**config.mk**
```make
export PLATFORM = sky130hd
export DESIGN_NAME = mem_port_arbiter
export DESIGN_NICKNAME = d
export VERILOG_FILES = /design/src/rtl/mem_port_arbiter.sv
export SDC_FILE = /design/constraint.sdc
export NUM_CORES = 1
export LEC_CHECK = 0
export BUFFER_PORTS_ARGS = -buffer_cell sky130_fd_sc_hd__buf_2
export CORE_AREA = 2 2 106 108
export DETAILED_ROUTE_END_ITERATION = 8
export DIE_AREA = 0 0 108 110
export GPL_ROUTABILITY_DRIVEN = 0
export GPL_TIMING_DRIVEN = 0
export PLACE_DENSITY_LB_ADDON = 0.08
export RECOVER_POWER = 25
export SETUP_SLACK_MARGIN = 0.2
export SLEW_MARGIN = 20
export SYNTH_ARGS = -nofsm -noshare
export SYNTH_HDL_FRONTEND = slang
export SYNTH_SLANG_ARGS = --single-unit
```
**constraint.sdc**
```tcl
create_clock -name clk -period 1.3 [get_ports clk]
set_input_delay 0.13 -clock clk [delete_from_list [all_inputs] [get_ports clk]]
set_output_delay 0.13 -clock clk [all_outputs]
set_load 0.02 [all_outputs]
```
**src/rtl/mem_port_arbiter.sv**
```systemverilog
// Shares one memory port between the instruction-fetch (I) and data (D) paths.
// One transaction is outstanding at a time. D wins by default. A burst
// counter forces a waiting I request to win after MAX_D_BURST D grants.
module mem_port_arbiter #(
  parameter int unsigned XLEN        = 32,
  parameter int unsigned MAX_D_BURST = 4
) (
  input  logic            clk,
  input  logic            reset_n,
  input  logic            if_req_i,
  input  logic [XLEN-1:0] if_adr_i,
  input  logic            if_flush_i,
  output logic            if_gnt_o,
  output logic            if_rvalid_o,
  output logic [31:0]     if_rdata_o,
  input  logic            d_req_i,
  input  logic [XLEN-1:0] d_adr_i,
  input  logic            d_we_i,
  input  logic [XLEN-1:0] d_wdata_i,
  input  logic [2:0]      d_size_i,
  output logic            d_gnt_o,
  output logic            d_rvalid_o,
  output logic [XLEN-1:0] d_rdata_o,
  output logic            mem_req_o,
  output logic [XLEN-1:0] mem_adr_o,
  output logic            mem_we_o,
  output logic [XLEN-1:0] mem_wdata_o,
  output logic [2:0]      mem_size_o,
  input  logic            mem_gnt_i,
  input  logic            mem_rvalid_i,
  input  logic [XLEN-1:0] mem_rdata_i
);

  localparam int unsigned CntW = $clog2(MAX_D_BURST + 1);
  localparam logic [CntW-1:0] BurstMax = CntW'(MAX_D_BURST);
  localparam logic [2:0] SizeWord = 3'b010;

  typedef enum logic [1:0] {IDLE, WAIT_I, WAIT_D, DROP_I} state_e;

  state_e            state_q, state_d;
  logic [CntW-1:0]   burst_q, burst_d;
  logic              i_req;
  logic              sel_d;
  logic              sel_i;

  // State and burst counter registers
  always_ff @(posedge clk or negedge reset_n) begin
    if (!reset_n) begin
      state_q <= IDLE;
      burst_q <= '0;
    end else begin
      state_q <= state_d;
      burst_q <= burst_d;
    end
  end

  // Source selection, memory-side muxing, response routing and next state
  always_comb begin
    state_d     = state_q;
    burst_d     = burst_q;
    if_gnt_o    = 1'b0;
    if_rvalid_o = 1'b0;
    if_rdata_o  = '0;
    d_gnt_o     = 1'b0;
    d_rvalid_o  = 1'b0;
    d_rdata_o   = '0;
    mem_req_o   = 1'b0;
    mem_adr_o   = '0;
    mem_we_o    = 1'b0;
    mem_wdata_o = '0;
    mem_size_o  = '0;
    i_req       = if_req_i & ~if_flush_i;
    sel_d       = 1'b0;
    sel_i       = 1'b0;

    unique case (state_q)
      IDLE: begin
        sel_d = d_req_i & ~(i_req & (burst_q == BurstMax));
        sel_i = ~sel_d & i_req;
        if (sel_d) begin
          mem_req_o   = 1'b1;
          mem_adr_o   = d_adr_i;
          mem_we_o    = d_we_i;
          mem_wdata_o = d_wdata_i;
          mem_size_o  = d_size_i;
          d_gnt_o     = mem_gnt_i;
          if (mem_gnt_i) begin
            state_d = WAIT_D;
            if (!i_req)                 burst_d = '0;
            else if (burst_q != BurstMax) burst_d = burst_q + CntW'(1);
          end
        end else if (sel_i) begin
          mem_req_o  = 1'b1;
          mem_adr_o  = if_adr_i;
          mem_size_o = SizeWord;
          if_gnt_o   = mem_gnt_i;
          if (mem_gnt_i) begin
            state_d = WAIT_I;
            burst_d = '0;
          end
        end
      end
      WAIT_D: begin
        if (mem_rvalid_i) begin
          d_rvalid_o = 1'b1;
          d_rdata_o  = mem_rdata_i;
          state_d    = IDLE;
        end
      end
      WAIT_I: begin
        if (mem_rvalid_i) begin
          if (!if_flush_i) begin
            if_rvalid_o = 1'b1;
            if_rdata_o  = mem_rdata_i[31:0];
          end
          state_d = IDLE;
        end else if (if_flush_i) begin
          state_d = DROP_I;
        end
      end
      DROP_I: begin
        if (mem_rvalid_i) state_d = IDLE;
      end
      default: state_d = IDLE;
    endcase

    // Everything is quiet while reset is held, regardless of inputs
    if (!reset_n) begin
      if_gnt_o    = 1'b0;
      if_rvalid_o = 1'b0;
      if_rdata_o  = '0;
      d_gnt_o     = 1'b0;
      d_rvalid_o  = 1'b0;
      d_rdata_o   = '0;
      mem_req_o   = 1'b0;
      mem_adr_o   = '0;
      mem_we_o    = 1'b0;
      mem_wdata_o = '0;
      mem_size_o  = '0;
    end
  end

  // Protocol checks
  a_one_gnt: assert property (@(posedge clk) disable iff (!reset_n)
    !(if_gnt_o && d_gnt_o));
  a_no_rvalid_idle: assert property (@(posedge clk) disable iff (!reset_n)
    (state_q == IDLE) |-> !mem_rvalid_i);
  a_req_stable: assert property (@(posedge clk) disable iff (!reset_n)
    (mem_req_o && !mem_gnt_i && !if_flush_i) |=> mem_req_o);

endmodule

```
==> results of run 1 <==
[power groups by stage]
stage | Clock (mW) | Sequential (mW) | Combinational (mW)
finish | 0.290 | 0.202 | 2.33
global placement | 0 | 0.202 | 1.44
detailed placement | 0 | 0.203 | 1.45
floorplan | 0 | 0.198 | 0.951
CTS | 0.298 | 0.203 | 1.98
global route | 0.312 | 0.203 | 2.46
[path summary, 6_finish.rpt]
kind | start | end | slack (ps)
max | state_q[1] | if_rdata_o[26] | -530
min | mem_rvalid_i | state_q[1] | 140
max reg2reg | burst_q[1] | burst_q[2] | -220
min reg2reg | burst_q[2] | burst_q[2] | 700
max in group asynchronous | reset_n | state_q[0] | 630
min in group asynchronous | reset_n | burst_q[1] | 420
[worst max-delay path: cells and delay by family, from the launching register on]
family / cells / cell delay (ps)
flops: 1 / 440
buf+inv: 5 / 700
simple gates: 2 / 350
[cell usage in the layout, fill, tap and decap left out, types with 2 or more instances in the layout]
master / count
buf_6: 173
buf_2: 139
and2_4: 64
nand2_1: 47
and3_4: 34
o22ai_4: 28
buf_4: 19
nand2_2: 13
buf_8: 11
nand2_4: 7
o22ai_2: 6
clkbuf_8: 6
clkbuf_16: 4
inv_2: 3
nor3b_4: 3
buf_12: 3
dfrtp_1: 3
o21ai_4: 2
o21a_4: 2
and3_2: 2
a22o_1: 2
ha_4: 2
clkbuf_1: 2
dfrtp_2: 2
[sequential cells by signal, summed over array words and instances (netlist names)]
register	cells
state_q	2
burst_q	3
[routing by layer]
metal | up-vias | GRT usage, % | wire [µm]
met5 | - | 0 | 0
met4 | 0 | 3.48 | 197
met3 | 20 | 2.70 | 674
met2 | 142 | 31.8 | 6610
met1 | 1508 | 17.6 | 4140
li1 | 1554 | - | -
[Yosys cell counts, drive strengths merged]
cell    number  share of area (%)
nand2       67                 16
and2        64                 26
and3        36                 15
o22ai       34                 14
buf         17                5.3
clkbuf       9                2.2
dfrtp        5                8.1
inv          3               0.73
nor3b        3                2.1
o21a         3                1.5
a22o         2                1.1
ha           2                1.6
nor2         2               0.49
nor2b        2               0.81
o21ai        2               0.89
a21o         1               0.49
a21oi        1               0.32
a32o         1               0.65
and4         1               0.57
mux2         1               0.73
nand2b       1               0.57
nor4         1                1.4
[cell type report]
| type | instances | area (µm²) |
|---|---|---|
| fillers | 1002 | 4900 |
| inverters | 3 | 11.3 |
| repair buffers | 329 | 2830 |
| multi-input cells | 224 | 2240 |
| plain buffers | 26 | 364 |
| clock buffers | 4 | 45.0 |
| well taps | 140 | 175 |
| flip-flops and latches | 5 | 128 |
[through the flow]
stage               hold WS [ps]  cell area, µm²  cells  TNS (ps)
CTS                          135            4990    706    -60710
finish                       141            5800    731    -63000
global route                 145            5800    731    -71920
floorplan                   -166            2220    258    -10240
detailed placement         -23.3            3770    673    -47430
global placement           -34.0            3770    673    -44720
[cells by family after synthesis]
| logic type | Yosys count | synth area share (%) |
|---|---|---|
| buf+inv | 29 | 8.18 |
| flops | 5 | 8.10 |
| fa+ha+maj | 2 | 1.62 |
| mux | 1 | 0.729 |
| simple gates | 177 | 62.7 |
| compound gates | 44 | 18.7 |
[timing repair]
item | in CTS | in global routing
setup endpoints to repair | 142 | 142
gates cloned | 9 | 6
setup buffers | 19 | 19
resized for setup | 287 | 182
endpoints found under the hold margin | 5 | 0
pin swaps | 19 | 48
hold buffers | 1 | 0
==> key figures, run 1 <==
Placement
  – IO buf count: 275
  – DP Wirelength: 7.84 mm
  – Place WS: -508 ps

Die
  – Rows: 38
  – Core footprint: about 11000 µm²
  – Chip Width: ~110 µm
  – Die area: about 12000 µm²
  – Initial Utilization: around 14%
  – Die height: between 100 and 150 µm
  – Ports: between 200 and 300

Timing
  – Final setup vio count: 142
  – Final hold vios: 0
  – Final worst slack: -532 ps
  – Minimum clock period: approximately 1800 ps
  – Slew @ Worst Pin: 457 ps
  – Fin crit share: 141%
  – Setup Skew: roughly 2.5 ps
  – Unrepaired setup endpoints after global routing: true
  – Max_slew headroom: 69.5%
  – Fin. max-slew vios: 0
  – Fmax: about 550 MHz

Clocking
  – CTS root buf: clkbuf_8
  – Clk buf depth: 2
  – TritonCTS clock tree: yes
  – Total CTS buffers: 3
  – Clock-pin slew on the worst setup and hold paths: ~40 ps
  – Worst skew pair latency: about 220 ps
  – # clock sinks: 5
  – H-Tree Level Count: 1

Critical path
  – R2R cell count: 6
  – Crit path largest cell delay: around 440 ps
  – Setup CP Type: flop to output port
  – Crit-path cells: buf_4, buf_6, nor4_4, buf_6, buf_6, and2_4, buf_6
  – Maximum fanout along the worst path: 8
  – Req. time, crit path: 1170 ps
  – Most used cell, CP: buf_6
  – CP arrival: approximately 1700 ps
  – Startpoint types: flop
  – Crit path capture type: output port
  – Crit-path slowest cell: dfrtp_2

Yosys
  – Mapped Area: approximately 1500 µm²
  – Synth cell types: 26
  – Post-Syn Nets: approximately 400
  – Post-Syn Instances: roughly 260
  – Seq/Total Area, Yosys: 8.10%
  – #FFs+latches synth: 5
  – Synth Area per Inst: ~6 µm²
  – Synth Warn #: 0

Cells and area
  – Area grow syn2layout: 275%
  – Fraction of layout cells with a size suffix above 1: 89.8%
  – Antenna diodes: 0
  – Nets: 733
  – Final core utilization: 54.2%

Power
  – Clock power frac: a little over 10%
  – P_int: approximately 1.6 mW
  – Comb power frac: about 83%
  – Total power draw: 2.82 mW
  – Pleak: approximately 2.7 nW
  – Switching part of the total: about two fifths
  – PwrDens: between 400 and 500 nW/µm²
  – Maximum vdd drop: between 0.2 and 0.3 mV
  – Reg power frac: 7.2%
  – Sw Pwr: ~1.2 mW

Hold path
  – Min-Delay Path Class: input port to flop
  – Hold Path Depth: 2

GRT
  – Final global-route overflow total: 0
  – GRT Overall Usage: roughly 16%
  – First-pass GRT wire length: 15.1 mm
  – Pin count of the biggest net entering global routing: 11
  – Number of global-route vias before repair: 2973
  – Initial antenna violation count: 0

Detailed routing
  – Vias per inst: around 4.4
  – 1st-iter DRT viols: between 50 and 60
  – Total wire length: between 10 and 15 mm
  – Antenna Nets Post-Route: 0
  – Vias: between 3000 and 4000
  – DRC: 0
  – Initial DRT Pass Iterations: 4
  – Wire per inst: between 15 and 20 µm

Outcome
  – Failing checks: negative setup slack
  – Status: finished with violations

Job
  – Number of max-cap violations: 0
Power figures use the tool's default switching activity.
==> run 2: changes to the inputs <==
--- a/config.mk
+++ b/config.mk
@@ -6,11 +6,13 @@
 export NUM_CORES = 1
 export LEC_CHECK = 0
 export BUFFER_PORTS_ARGS = -buffer_cell sky130_fd_sc_hd__buf_2
-export CORE_AREA = 2 2 106 108
+export CELL_PAD_IN_SITES_DETAIL_PLACEMENT = 0
+export CELL_PAD_IN_SITES_GLOBAL_PLACEMENT = 1
+export CORE_ASPECT_RATIO = 0.5
+export CORE_MARGIN = 2
+export CORE_UTILIZATION = 13
 export DETAILED_ROUTE_END_ITERATION = 8
-export DIE_AREA = 0 0 108 110
 export GPL_ROUTABILITY_DRIVEN = 0
-export GPL_TIMING_DRIVEN = 0
 export PLACE_DENSITY_LB_ADDON = 0.08
 export RECOVER_POWER = 25
 export SETUP_SLACK_MARGIN = 0.2
==> key figures, run 2 (synthesis results as in run 1) <==
Outcome
  – Status: finished with violations
  – Failing checks: negative setup slack

Detailed routing
  – Met3 wire len: 646 µm (-4.2%)
  – Antenna Nets Post-Route: 0 (unchanged)
  – Total wire length: 10.9 mm (-6.0%)
  – 1st-iter DRT viols: 73 (+43%)
  – Initial DRT Pass Iterations: 4 (unchanged)
  – Wire length on met2: 6.05 mm (-8.6%)
  – Vias per inst: 4.12 (-6.6%)
  – DR top layer: met4
  – Wire per inst: 14.9 µm (-6.4%)
  – Vias: 3023 (-6.2%)
  – DRC: 0 (unchanged)
  – Wl on met1: 4.18 mm (+0.77%)

Timing
  – Unrepaired setup endpoints after global routing: true
  – Final setup vio count: 142 (unchanged)
  – Minimum clock period: 1790 ps (-41.9 ps)
  – Max_slew headroom: 78.5% (+9.0 points)
  – Fmax: 559 MHz (+2.3%)
  – Slew @ Worst Pin: 322 ps (-135 ps)
  – Final worst slack: -490 ps (+41.9 ps)
  – Fin crit share: 138% (-3.2 points)
  – Final hold vios: 0 (unchanged)
  – Setup Skew: 1.93 ps (-0.610 ps)
  – Final hold slack: 200 ps (+58.5 ps)
  – Fin. max-slew vios: 0 (unchanged)

Die
  – Chip Width: 158 µm (+46%)
  – Rows: 28 (-26%)
  – Ports: 276 (unchanged)
  – Die height: 81.1 µm (-26%)
  – Core footprint: 11700 µm² (+9.4%)
  – Initial Utilization: 13.2% (-1.2 points)
  – Die area: 12800 µm² (+8.0%)

Cells and area
  – Most common cell after layout, fill and taps aside: buf_2
  – Fraction of layout cells with a size suffix above 1: 88.6% (-1.3 points)
  – Biggest regs: burst_q: 3 flops, state_q: 2 flops
  – Largest register FFs: 3 (unchanged)
  – Area grow syn2layout: 250%
  – Final core utilization: 46.3% (-7.9 points)
  – Nets: 711 (-3.0%)
  – Final std cells w/o fill: 734 (+0.41%)
  – Antenna diodes: 0 (unchanged)
  – Highest-count cells in the layout ignoring fill and taps: buf_2, buf_6, and2_4
  – Reg with most FFs: burst_q
  – Finished Cell Area: 5420 µm² (-6.6%)

Clocking
  – TritonCTS clock tree: yes
  – Clk buf depth: 2 (unchanged)
  – # clock sinks: 5 (unchanged)
  – Worst skew pair latency: 230 ps (about the same)
  – Clock-pin slew on the worst setup and hold paths: 30 ps (about the same)
  – CTS root buf: clkbuf_16
  – Total CTS buffers: 3 (unchanged)
  – H-Tree Level Count: 1 (unchanged)

GRT
  – Initial antenna violation count: 0 (unchanged)
  – Final global-route overflow total: 0 (unchanged)
  – GRT Overall Usage: 14.5% (-1.5 points)
  – Pin count of the biggest net entering global routing: 38 (+27)
  – First-pass GRT wire length: 14.7 mm (-2.2%)
  – Number of global-route vias before repair: 2763 (-7.1%)

Placement
  – Placed instance area: 3980 µm² (+5.4%)
  – Dpl cells: 705 (+4.8%)
  – IO buf count: 275 (unchanged)
  – DP Wirelength: 7.70 mm (-1.8%)

Power
  – Pleak: 2.64 nW (-3.8%)
  – Maximum vdd drop: 0.352 mV (+27%)
  – PwrDens: 523 nW/µm² (+7.7%)

Critical path
  – Startpoint types: flop
  – Maximum fanout along the worst path: 19 (+11)
  – CP arrival: 1660 ps (-40 ps)
  – Setup slack, reg-to-reg: -180 ps (+40 ps)
  – Req. time, crit path: 1170 ps (about the same)
  – Setup CP Type: flop to output port
  – Crit path capture type: output port

Hold path
  – Min-Delay Path Class: input port to flop

Job
  – Number of max-cap violations: 0 (unchanged)
-- run 2: cell types whose count changed in the layout (fill, tap and decap cells not counted), moves of 18 or more --
cell,delta
and3_2,+18
and3_4,-18
buf_2,+25
buf_4,+23
buf_6,-73
-- run 2: final timing paths --
check	cells after the start	start	end
setup / recovery	7	burst_q[1]	mem_wdata_o[21]
hold / removal	3	mem_rvalid_i	state_q[1]
setup reg to reg	5	state_q[1]	burst_q[0]
hold reg to reg	2	burst_q[1]	burst_q[1]
max in group asynchronous	3	reset_n	state_q[0]
min in group asynchronous	3	reset_n	burst_q[1]
-- run 2: power by group --
group          switching (mW)  internal (mW)  total (mW)
clock network           0.106          0.407       0.513
registers              0.0201          0.176       0.197
logic                    1.01           1.12        2.13
-- run 2: area by class of cell --
class / instances / area, µm²
inverters: 3 / 11.3
well taps: 165 / 206
clock buffers: 4 / 78.8
flip-flops and latches: 5 / 126
fillers: 1215 / 6290
multi-input cells: 224 / 2160
repair buffers: 333 / 2830
-- run 2: through the flow --
stage | total power, mW | setup TNS, ps | worst slack, ps
after floorplan | 1.15 | -10240 | -149
after global placement | 1.78 | -27280 | -248
after detailed placement | 1.78 | -28160 | -271
after CTS | 2.71 | -60140 | -474
after global routing | 3.01 | -67320 | -526
final | 2.83 | -58950 | -490
-- run 2: per-layer routing --
metal	GRT usage (%)	vias to the layer above
met4	1.71	0
li1	-	1518
met1	16.7	1395
met5	0	-
met3	2.45	6
met2	29.1	104
-- run 2: critical path: stages, from the launching register on --
cell     delay [ps]
dfrtp_1         380
inv_2            70
ha_4            140
nand2_4          70
o21a_4          250
buf_12          160
and3_2          210
buf_2           160
-- run 2: timing repair --
action                                 4_1_cts  5_1_grt
hold buffers                                 1        0
resized for setup                          237       65
pin swaps                                   25       31
cloned                                       7        7
setup buffers                                7        3
setup endpoints to repair                  142      142
endpoints found under the hold margin        5        0
==> run 3: changes to the inputs <==
--- a/config.mk
+++ b/config.mk
@@ -14,7 +14,6 @@
 export DETAILED_ROUTE_END_ITERATION = 8
 export GPL_ROUTABILITY_DRIVEN = 0
 export PLACE_DENSITY_LB_ADDON = 0.08
-export RECOVER_POWER = 25
 export SETUP_SLACK_MARGIN = 0.2
 export SLEW_MARGIN = 20
 export SYNTH_ARGS = -nofsm -noshare
==> key figures, run 3 (synthesis results as in run 1) <==
Placement
  – Placed instance area: 3980 µm² (unchanged)
  – DP Wirelength: 7.70 mm (unchanged)
  – IO buf count: 275 (unchanged)

Power
  – Clock power frac: 18.1% (about the same)
  – Pleak: 2.64 nW (+0.14%)
  – Total power draw: 2.84 mW (about the same)
  – Sw Pwr: 1.13 mW (about the same)
  – P_int: 1.70 mW (about the same)
  – PwrDens: 523 nW/µm² (about the same)
  – Maximum vdd drop: 0.352 mV (about the same)
  – Reg power frac: 6.9% (about the same)
  – Comb power frac: 75.0% (about the same)
  – Switching part of the total: 39.9% (about the same)

Detailed routing
  – Total wire length: 10.9 mm (about the same)
  – DRC: 0 (unchanged)
  – Wire per inst: 14.9 µm (about the same)
  – Initial DRT Pass Iterations: 4 (unchanged)
  – Vias per inst: 4.12 (unchanged)
  – Antenna Nets Post-Route: 0 (unchanged)
  – Vias: 3023 (unchanged)
  – 1st-iter DRT viols: 73 (unchanged)

Clocking
  – Total CTS buffers: 3 (unchanged)
  – Clock-pin slew on the worst setup and hold paths: 30 ps (about the same)
  – CTS root buf: clkbuf_16
  – # clock sinks: 5 (unchanged)
  – Clk buf depth: 2 (unchanged)
  – TritonCTS clock tree: yes
  – Worst skew pair latency: 230 ps (about the same)
  – H-Tree Level Count: 1 (unchanged)

Cells and area
  – Reg with most FFs: burst_q
  – Filler cell count: 1215 (unchanged)
  – Register Area: 126 µm² (unchanged)
  – Highest-count cells in the layout ignoring fill and taps: buf_2, buf_6, and2_4
  – Antenna diodes: 0 (unchanged)
  – Biggest regs: burst_q: 3 flops, state_q: 2 flops
  – Area taken by multi-input logic gates: 2160 µm² (unchanged)
  – Finished Cell Area: 5420 µm² (about the same)
  – Final core utilization: 46.3% (about the same)
  – Largest register FFs: 3 (unchanged)
  – Area grow syn2layout: 251% (about the same)
  – Most common cell after layout, fill and taps aside: buf_2
  – Fraction of layout cells with a size suffix above 1: 88.8% (+0.18 points)
  – Nets: 711 (unchanged)

GRT
  – GR Util met1: 16.7% (unchanged)
  – Initial antenna violation count: 0 (unchanged)
  – Final global-route overflow total: 0 (unchanged)
  – GR Util met2: 29.1% (unchanged)
  – GR met3 Demand/Resource: 2.45% (unchanged)
  – GRT Overall Usage: 14.5% (unchanged)
  – GRT busiest layer: met2
  – Pin count of the biggest net entering global routing: 38 (unchanged)
  – First-pass GRT wire length: 14.7 mm (unchanged)
  – Number of global-route vias before repair: 2763 (unchanged)

Timing
  – Final setup vio count: 142 (unchanged)
  – Max_slew headroom: 78.5% (about the same)
  – Fin. max-slew vios: 0 (unchanged)
  – Unrepaired setup endpoints after global routing: true
  – Final hold slack: 201 ps (+1.31 ps)
  – Fin crit share: 138% (about the same)
  – Final hold vios: 0 (unchanged)
  – Fmax: 559 MHz (about the same)
  – Setup Skew: 1.94 ps (+0.00247 ps)
  – Final worst slack: -490 ps (+0.546 ps)
  – Slew @ Worst Pin: 322 ps (+0.115 ps)
  – Minimum clock period: 1790 ps (-0.546 ps)

Critical path
  – Maximum fanout along the worst path: 19 (unchanged)
  – R2R cell count: 5 (unchanged)
  – Req. time, crit path: 1170 ps (about the same)
  – R2r startpoint: state_q[1]
  – CP arrival: 1660 ps (about the same)
  – Crit Reg-Reg Endpoint: burst_q[0]
  – Crit path largest cell delay: 380 ps (about the same)
  – Crit path buffers/inverters: 3 (unchanged)
  – Stages on worst setup path: 7 (unchanged)
  – CP top delay family: buffers and inverters
  – Setup slack, reg-to-reg: -180 ps (about the same)
  – Crit-path cells: inv_2, ha_4, nand2_4, o21a_4, buf_12, and3_2, buf_2
  – Crit path capture type: output port
  – Startpoint types: flop
  – Setup CP Type: flop to output port
  – Crit-path slowest cell: dfrtp_1

Hold path
  – HP Start: mem_rvalid_i
  – Min-Delay Path Class: input port to flop
  – Worst Hold Endpoint: state_q[1]
  – Hold Path Depth: 3 (unchanged)

Die
  – Die height: 81.1 µm (unchanged)
  – Core footprint: 11700 µm² (unchanged)
  – Chip Width: 158 µm (unchanged)
  – Ports: 276 (unchanged)
  – Initial Utilization: 13.2% (unchanged)
  – Rows: 28 (unchanged)
  – Die area: 12800 µm² (unchanged)

Job
  – Number of max-cap violations: 0 (unchanged)

Outcome
  – Status: finished with violations
  – Failing checks: negative setup slack
==> run 3: cell count changes in the layout (fill, tap and decap cells not counted) <==
cell	change
buf_4	+1
clkbuf_1	-1
==> run 3: final cells by class <==
cell class,instances,area share (%)
Clock buffer,4,1.45
Multi-Input combinational cell,224,39.8
Tap cell,165,3.81
Timing Repair Buffer,333,52.4
Inverter,3,0.208
Sequential cell,5,2.33
==> run 3: timing repair <==
| item | 4_1_cts | 5_1_grt |
|---|---|---|
| pin swaps | 25 | 31 |
| hold endpoints to repair | 5 | 0 |
| resized for setup | 237 | 65 |
| setup buffers | 7 | 3 |
| hold buffers | 1 | 0 |
| cloned | 7 | 7 |
| setup endpoints to repair | 142 | 142 |
==> run 3: how the worst max path moves through the flow <==
stage	slack, ps	start	endpoint
2_1_floorplan	-150	burst_q[1]	mem_adr_o[11]
3_3_place_gp	-250	state_q[0]	mem_wdata_o[0]
3_5_place_dp	-270	state_q[0]	mem_wdata_o[0]
4_1_cts	-470	burst_q[1]	mem_adr_o[1]
5_1_grt	-530	state_q[0]	mem_adr_o[25]
6_report	-490	burst_q[1]	mem_wdata_o[21]
==> run 3: metrics by stage <==
step / TNS (ps) / cells / setup slack, ps
after CTS: -60140 / 724 / -474
final: -58900 / 734 / -490
after floorplan: -10240 / 258 / -149
after detailed placement: -28160 / 705 / -271
after global placement: -27280 / 705 / -248
after global routing: -67320 / 734 / -526
==> run 3: worst register-to-register path: cells and delay by family (launching register included) <==
family | cells | cell delay (ps)
buf+inv | 2 | 330
flops | 1 | 410
mux | 1 | 160
simple gates | 2 | 530
==> run 3: per-layer routing <==
metal / vias up / part of all wire, %
met4: 0 / 0.58
met5: - / 0
li1: 1518 / -
met2: 106 / 55
met1: 1393 / 38
met3: 6 / 6.0
==> run 3: power groups by stage <==
stage | clock network (mW) | registers [mW] | logic (mW)
after detailed placement | 0 | 0.197 | 1.58
after floorplan | 0 | 0.198 | 0.951
after global placement | 0 | 0.197 | 1.59
final | 0.513 | 0.197 | 2.13
after global routing | 0.538 | 0.199 | 2.27
after CTS | 0.527 | 0.197 | 1.99
